<file path="src/rtl/uart_tx_arbiter.sv">
// uart_tx_arbiter: round-robin, packet-locked sharing of one UART tx port.
// Ports: clk, rst (async, active-high); req/req_data/req_last from requesters;
// ack/grant back to requesters; idle_ready_tx from the UART; start_tx/data_tx
// to the UART; busy while any grant is held. All outputs are registered.
`timescale 1ns/1ps
module uart_tx_arbiter #(
    parameter int NUM_REQ        = 3,
    parameter int HOLDOFF_CYCLES = 2,
    parameter int MAX_PKT_LEN    = 16
) (
    input  logic                   clk,
    input  logic                   rst,
    input  logic [NUM_REQ-1:0]     req,
    input  logic [8*NUM_REQ-1:0]   req_data,
    input  logic [NUM_REQ-1:0]     req_last,
    output logic [NUM_REQ-1:0]     ack,
    output logic [NUM_REQ-1:0]     grant,
    input  logic                   idle_ready_tx,
    output logic                   start_tx,
    output logic [7:0]             data_tx,
    output logic                   busy
);

    localparam int IW = (NUM_REQ > 1) ? $clog2(NUM_REQ) : 1;
    localparam int CW = $clog2(MAX_PKT_LEN + 1);
    localparam int HW = $clog2(HOLDOFF_CYCLES + 2);

    typedef enum logic [1:0] {
        IDLE,
        WAIT_READY,
        HOLDOFF
    } state_t;

    state_t             state, state_n;
    logic [IW-1:0]      owner, owner_n;
    logic [IW-1:0]      rr, rr_n;
    logic [CW-1:0]      cnt, cnt_n;
    logic [HW-1:0]      hcnt, hcnt_n;
    logic               is_last, is_last_n;
    logic [NUM_REQ-1:0] grant_n, ack_n;
    logic               start_n;
    logic [7:0]         data_n;

    logic               cur_req, cur_last;
    logic [7:0]         cur_data;
    logic               found;
    logic [IW-1:0]      pick;

    // Owner's view of the request bundle.
    always_comb begin
        cur_req  = 1'b0;
        cur_last = 1'b0;
        cur_data = 8'h00;
        for (int i = 0; i < NUM_REQ; i++) begin
            if (owner == IW'(i)) begin
                cur_req  = req[i];
                cur_last = req_last[i];
                cur_data = req_data[8*i +: 8];
            end
        end
    end

    // Round-robin search: first requester above rr, then wrap to 0..rr.
    always_comb begin
        found = 1'b0;
        pick  = rr;
        for (int i = 0; i < NUM_REQ; i++) begin
            if (!found && req[i] && (IW'(i) > rr)) begin
                found = 1'b1;
                pick  = IW'(i);
            end
        end
        for (int i = 0; i < NUM_REQ; i++) begin
            if (!found && req[i] && (IW'(i) <= rr)) begin
                found = 1'b1;
                pick  = IW'(i);
            end
        end
    end

    always_comb begin
        state_n   = state;
        owner_n   = owner;
        rr_n      = rr;
        cnt_n     = cnt;
        hcnt_n    = hcnt;
        is_last_n = is_last;
        grant_n   = grant;
        ack_n     = '0;
        start_n   = 1'b0;
        data_n    = data_tx;
        unique case (state)
            IDLE: begin
                if (found) begin
                    owner_n       = pick;
                    grant_n       = '0;
                    grant_n[pick] = 1'b1;
                    cnt_n         = '0;
                    state_n       = WAIT_READY;
                end
            end
            WAIT_READY: begin
                if (!cur_req) begin
                    grant_n = '0;
                    rr_n    = owner;
                    state_n = IDLE;
                end else if (idle_ready_tx) begin
                    start_n   = 1'b1;
                    data_n    = cur_data;
                    ack_n     = grant;
                    // The fairness cap closes the packet like req_last does.
                    is_last_n = cur_last ||
                                (cnt + CW'(1) == CW'(MAX_PKT_LEN));
                    cnt_n     = cnt + CW'(1);
                    hcnt_n    = '0;
                    state_n   = HOLDOFF;
                end
            end
            HOLDOFF: begin
                // The start_tx cycle plus HOLDOFF_CYCLES more are spent here.
                if (hcnt == HW'(HOLDOFF_CYCLES)) begin
                    if (is_last) begin
                        grant_n = '0;
                        rr_n    = owner;
                        state_n = IDLE;
                    end else begin
                        state_n = WAIT_READY;
                    end
                end else begin
                    hcnt_n = hcnt + HW'(1);
                end
            end
            default: begin
                state_n = IDLE;
            end
        endcase
    end

    always_ff @(posedge clk or posedge rst) begin
        if (rst) begin
            state    <= IDLE;
            owner    <= '0;
            rr       <= IW'(NUM_REQ - 1);
            cnt      <= '0;
            hcnt     <= '0;
            is_last  <= 1'b0;
            grant    <= '0;
            ack      <= '0;
            start_tx <= 1'b0;
            data_tx  <= 8'h00;
            busy     <= 1'b0;
        end else begin
            state    <= state_n;
            owner    <= owner_n;
            rr       <= rr_n;
            cnt      <= cnt_n;
            hcnt     <= hcnt_n;
            is_last  <= is_last_n;
            grant    <= grant_n;
            ack      <= ack_n;
            start_tx <= start_n;
            data_tx  <= data_n;
            busy     <= |grant_n;
        end
    end

endmodule

</file>
<file path="config.mk">
export PLATFORM = sky130hd
export DESIGN_NAME = uart_tx_arbiter
export DESIGN_NICKNAME = d
export VERILOG_FILES = /design/src/rtl/uart_tx_arbiter.sv
export SDC_FILE = /design/constraint.sdc
export NUM_CORES = 1
export LEC_CHECK = 0
export CAP_MARGIN = 20
export CORE_ASPECT_RATIO = 1.75
export CORE_UTILIZATION = 44
export CTS_BUF_LIST = sky130_fd_sc_hd__clkbuf_2
export DETAILED_ROUTE_END_ITERATION = 12
export PLACE_DENSITY = 0.86
export SYNTH_ARGS = -nofsm -noshare
export SYNTH_HDL_FRONTEND = slang
export SYNTH_SLANG_ARGS = --single-unit
export TNS_END_PERCENT = 50
</file>
<file path="constraint.sdc">
create_clock -name clk -period 1.5 [get_ports clk]
set_input_delay 0.375 -clock clk [delete_from_list [all_inputs] [get_ports clk]]
set_output_delay 0.375 -clock clk [all_outputs]
set_load 0.05 [all_outputs]
</file>
Word-level counts from Yosys, hierarchy flattened
Cells that the tools add are included.
{"block": "op_classes", "n_reduce_logical": 29, "magnitude_cmp": 8, "muxes": 52, "addsub": 2, "n_eq_ne": 14}
{"cell": "2-to-1 mux 2 bit", "n": 16}
{"cell": "2-to-1 mux 8 bit", "n": 3}
{"cell": "2-to-1 mux 3 bit", "n": 7}
{"cell": "2-to-1 mux 1 bit", "n": 17}
{"cell": "2-to-1 mux 5 bit", "n": 3}
{"cell": "inequality test 2 bit, second input constant", "n": 7}
{"cell": "logical AND 1 bit", "n": 12}
{"cell": "AND reduction 4 bit", "n": 3}
{"cell": "one-hot mux 5 bit (2 select lines)", "n": 1}
{"cell": "one-hot mux 3 bit (3 select lines)", "n": 1}
{"cell": "one-hot mux 2 bit (2 select lines)", "n": 2}
{"cell": "equality test 2 bit, second input constant", "n": 3}
{"cell": "one-hot mux 2 bit (3 select lines)", "n": 1}
{"cell": "AND reduction 3 bit", "n": 2}
{"cell": "adder 5 x 1 -> 5 bit, second input constant", "n": 1}
{"cell": "equality test 5 bit, second input constant", "n": 1}
{"cell": "logical NOT 1 bit", "n": 5}
{"cell": "equality test 2 x 1 -> 1 bit, second input constant", "n": 2}
{"cell": "> comparator 1 x 2 -> 1 bit, first input constant", "n": 2}
{"cell": "less-or-equal comparator 1 x 2 -> 1 bit, first input constant", "n": 2}
{"cell": "logical NOT 2 bit", "n": 2}
{"cell": "nonzero test 2 bit", "n": 2}
{"cell": "less-than comparator 2 x 3 -> 1 bit, second input constant", "n": 1}
{"cell": "inequality test 3 bit, second input constant", "n": 1}
{"cell": "other kinds (8)", "n": 8}
{"block": "word_totals", "word_cells": 116, "reg_bits": 30, "output_inout_bits": 16, "in_bits": 33}

Longest topological paths before layout
{"block": "logic_depth", "ltp_word": 30, "mapped_depth": 6, "mapped_depth_nobuf": 6}

Worst setup path before layout
OpenSTA, ideal clock, no wires.
{"block": "synth_timing", "path_kind": "register to register", "start": "reg owner[0]", "end": "reg data_tx[0]", "setup_slack_ns": -0.079, "setup_ns": 0.125, "path_stages_with_launch": 7, "n_path_buf": 2, "arrival_time_ns": 1.454, "required_ns": 1.375, "synth_period_minus_slack_ns": 1.579, "cell_sequence": "dfrtp_1 buf_6 mux2i_4 a2bb2oi_2 nor2_4 buf_6 mux2_4"}
{"block": "synth_via", "elab_chain_cells": 5, "elab_cells_between_ends": 10, "classes_between": "2 x eq/ne; 6 x mux; 2 x reduce/logical"}
{"element": "start: declaration", "line_no": "35", "rtl": "logic [IW-1:0] owner, owner_n;"}
{"element": "start signal: assignment", "line_no": "154", "rtl": "owner <= owner_n;"}
{"element": "logical NOT 2 bit", "line_no": "55", "rtl": "if (owner == IW'(i)) begin"}
{"element": "2-to-1 mux 1 bit (3 in series)", "line_no": "55"}
{"element": "AND reduction 3 bit (no source line)"}
{"element": "end signal: assignment", "line_no": "162", "rtl": "data_tx <= data_n;"}
{"element": "end: declaration", "line_no": "20", "rtl": "output logic [7:0] data_tx,"}
Parallel ways exist; a longest one is shown, timed or not.
A chain may end at the register's enable or synchronous reset.

Worst setup path after layout
{"block": "layout_timing", "start": "reg owner[0]", "end": "reg rr[1]"}
{"block": "layout_via", "elab_chain_cells": 6, "elab_cells_between_ends": 8, "classes_between": "3 x eq/ne; 3 x mux; 2 x reduce/logical"}
{"element": "logical NOT 2 bit", "line_no": "55"}
{"element": "2-to-1 mux 1 bit (2 in series)", "line_no": "55"}
{"element": "2-to-1 mux 1 bit (*)", "line_no": "55"}
{"element": "inequality test 2 bit (no source line) (*)"}
{"element": "AND reduction 4 bit (no source line) (*)"}
{"element": "end signal: assignment", "line_no": "143", "rtl": "rr <= IW'(NUM_REQ - 1);"}
{"element": "end signal: assignment", "line_no": "155", "rtl": "rr <= rr_n;"}
{"element": "end: declaration", "line_no": "36", "rtl": "logic [IW-1:0] rr, rr_n;"}
Every way passes the cells marked *; elsewhere a longest branch is shown, timed or not.

==> summary.txt <==
Status
  – Outcome: complete, but fails checks
  – Failing checks: negative setup slack

Hold path
  – Min-delay worst type: in -> async

Final layout
  – Fin nets: between 200 and 300
  – Fillers: 239
  – Non-filler cells in the finished layout: 277
  – Layout cell share with drive strength beyond 1: a little under a third
  – Area Growth Syn to Fin: 58.5%
  – # diodes: 0

Logic synthesis
  – Warnings from Yosys: 0
  – Sequential fraction of the synthesis area: 45.9%
  – Post-synth top area share: 44.3%
  – Post-synth ARST share: 100%
  – Syn Std Cell Area: 1640 sq um
  – Area leader, netlist: dfrtp_1
  – Syn_nets: 189
  – Cells after Synth: 154
  – FF+latch count, synth: 30
  – Most common cell in the netlist: dfrtp_1
  – Post-synth EDFFs: 0
  – Top cells by count, synth: dfrtp_1 (29), nand2_1 (25), o21ai_0 (13)
  – Area contributors post-synth: dfrtp_1 (44%), mux2i_1 (6.7%), nand2_1 (5.7%)
  – Avg Inst Size Synth: 10.6 sq um
  – Post-synth top flop: dfrtp_1
  – Yosys cell types: a little over 40

GRT
  – Gr ovfl total: 0
  – Vias in the first global route: 1470
  – Pin count of the biggest net entering global routing: 31
  – GRT Util Overall: 24.8%
  – First-pass GRT wire length: between 6000 and 7000 um
  – Antenna violations before repair: 0

Power and ir drop
  – Comb power frac: 63.0%
  – Worst VDD drop: ~1400 uV
  – P_int: around 2.8 mW
  – Sw Ratio: 42.6%
  – Net Sw Power: 2.07 mW
  – Flop pwr share: 29.4%
  – Clk pwr share: ~7.6%
  – Static Leakage: 1.17 nW
  – Pwr/cell area: 1870 nW/um^2

Placed design
  – Placed cells: 264
  – Port Buffer Count: between 40 and 50
  – HPWL after DPL: 3230 um
  – Placer congestion estimate: 0.780

Worst setup path
  – CP Data Required Time: between 1500 and 2000 ps
  – Worst r2r dst: rr[1]$_DFFE_PP1P_
  – Worst setup path class: reg -> reg
  – Worst EP arrival: 1910 ps
  – Worst setup SP type: register
  – Worst Reg2Reg Path Length in Cells: 5
  – R2r setup slk: -100 ps
  – Nature of the critical path endpoint: register
  – RR Startpoint: owner[0]$_DFFE_PP0P_
  – Worst-path fanout max: 5

Timing
  – RSZ-0062 raised after global routing: true
  – Period utilization: 106%
  – Fin Clk Skew: 6.90 ps
  – Slew Limit Fails: 0
  – Tmin final: 1600 ps
  – Final setup violation count: 16
  – Highest achievable clock rate: ~630 MHz
  – Worst hold slack: 329 ps
  – Max_slew headroom: 80.1%
  – Worst Tran Pin Value: 298 ps
  – Final WS setup: -95.5 ps
  – Hold Vio Cnt, Final: 0

Clocking
  – Number of CTS-inserted buffers: 5
  – Clock-pin slew on the worst setup and hold paths: 140 ps
  – Max clock buf depth: 2
  – Clock tree sinks: 30
  – CTS root buf: clkbuf_2
  – CTS tree: built
  – H-tree depth: 2
  – CTS Hold Bufs: 0
  – Worst skew pair latency: 370 ps

Route
  – WL final: 4170 um
  – Antenna Nets Post-Route: 0
  – DRC Markers: 0
  – Routed vias: 1479
  – Violation count after the first detailed-route iteration: 22
  – WL per Instance: 15.1 um
  – DRT Pass-1 Iters: 4
  – Vias per cell: 5.34

Floorplan
  – Core Area: roughly 3600 sq um
  – Initial Util: 45.6%
  – Die Width: approximately 48 um
  – Die Ht: just over 80 um
  – DIE AREA: 3980 sq um
  – Row count: 29
  – I/O pin cnt: 49

Run
  – Max Cap Viol: 0
how the worst max path moves through the flow:
| stage | startpoint | to | cells after the start |
|---|---|---|---|
| floorplan | owner[0]$_DFFE_PP0P_ | data_tx[0]$_DFFE_PP0P_ | 6 |
| global placement | idle_ready_tx | data_tx[4]$_DFFE_PP0P_ | 5 |
| detailed placement | idle_ready_tx | data_tx[3]$_DFFE_PP0P_ | 5 |
| CTS | owner[0]$_DFFE_PP0P_ | cnt[2]$_DFFE_PP0P_ | 5 |
| global route | owner[0]$_DFFE_PP0P_ | rr[1]$_DFFE_PP1P_ | 5 |
| finish | owner[0]$_DFFE_PP0P_ | rr[1]$_DFFE_PP1P_ | 5 |
metal layers:
layer / part of all wire (%) / vias to the layer above / global-route usage, % / routed length, um
met1: 36 / 719 / 26.6 / 1500
met4: 3.4 / 0 / 10.3 / 142
met2: 58 / 44 / 43.8 / 2410
met3: 3.0 / 17 / 5.87 / 124
met5: 0 / - / 0 / 0
li1: - / 699 / - / -
through the flow:
step	area (sq um)	power [mW]	setup TNS, ps	setup slack (ps)	utilization (%)
finish	2600	4.86	-937	-95.5	72.3
global route	2600	5.13	-2070	-143	72.3
CTS	2560	4.78	-713	-88.5	71.2
detailed placement	2470	4.31	-10870	-511	68.8
global placement	2470	4.23	-10540	-497	68.8
floorplan	1640	2.95	-238	-55.1	-
layout make-up:
class	instances	area (sq um)	area share, %
well taps	46	57.6	2.22
inverters	5	18.8	0.723
flip-flops and latches	30	752	29.0
clock inverters	3	11.3	0.434
repair buffers	75	863	33.3
clock buffers	5	25.0	0.964
multi-input cells	113	868	33.4
critical path: stages, from the launching register on:
cell	delay, ps
dfrtp_1	430
mux2i_4	290
buf_4	160
o2bb2ai_4	90
o31ai_4	220
mux2_2	360
power by group through the flow:
stage | combinational [mW] | sequential (mW) | clock (mW)
after floorplan | 1.10 | 1.85 | 0
after global placement | 2.81 | 1.43 | 0
after detailed placement | 2.87 | 1.44 | 0
after CTS | 2.97 | 1.43 | 0.374
after global routing | 3.24 | 1.47 | 0.422
final | 3.06 | 1.43 | 0.370
sequential cells by signal, indices dropped and copies added (netlist names):
register / flops
ack: 3
busy: 1
cnt: 5
data_tx: 8
grant: 3
hcnt: 2
is_last: 1
owner: 2
rr: 2
start_tx: 1
state: 2
cell usage in the layout (no fill, tap or decap), types with 3 or more instances in the layout:
cell type	instances
dfrtp_1	29
o21ai_0	11
mux2i_1	11
buf_12	17
nand2b_1	3
buf_4	24
mux2_2	7
a21oi_1	4
nand2_1	25
clkdlybuf4s50_1	32
and3_1	3
clkbuf_2	5
nor2_1	5
clkinv_1	3
inv_1	5
mux2_4	4
nand3_1	4
nor2b_1	3
cells by family after synthesis:
logic type / count (synthesis) / share of synthesized area [%]
simple gates: 51 / 15.7
buf+inv: 12 / 4.28
flops: 30 / 45.9
fa+ha+maj: 2 / 1.53
xor+xnor: 2 / 1.07
mux: 23 / 16.3
compound gates: 34 / 15.2
what timing repair did:
item	in CTS	in global routing
endpoints found under the setup margin	15	22
cloned	1	0
setup buffers	2	2
pin swaps	2	2
resized for setup	6	5
Note: power is estimated with default switching activity, not from simulation.
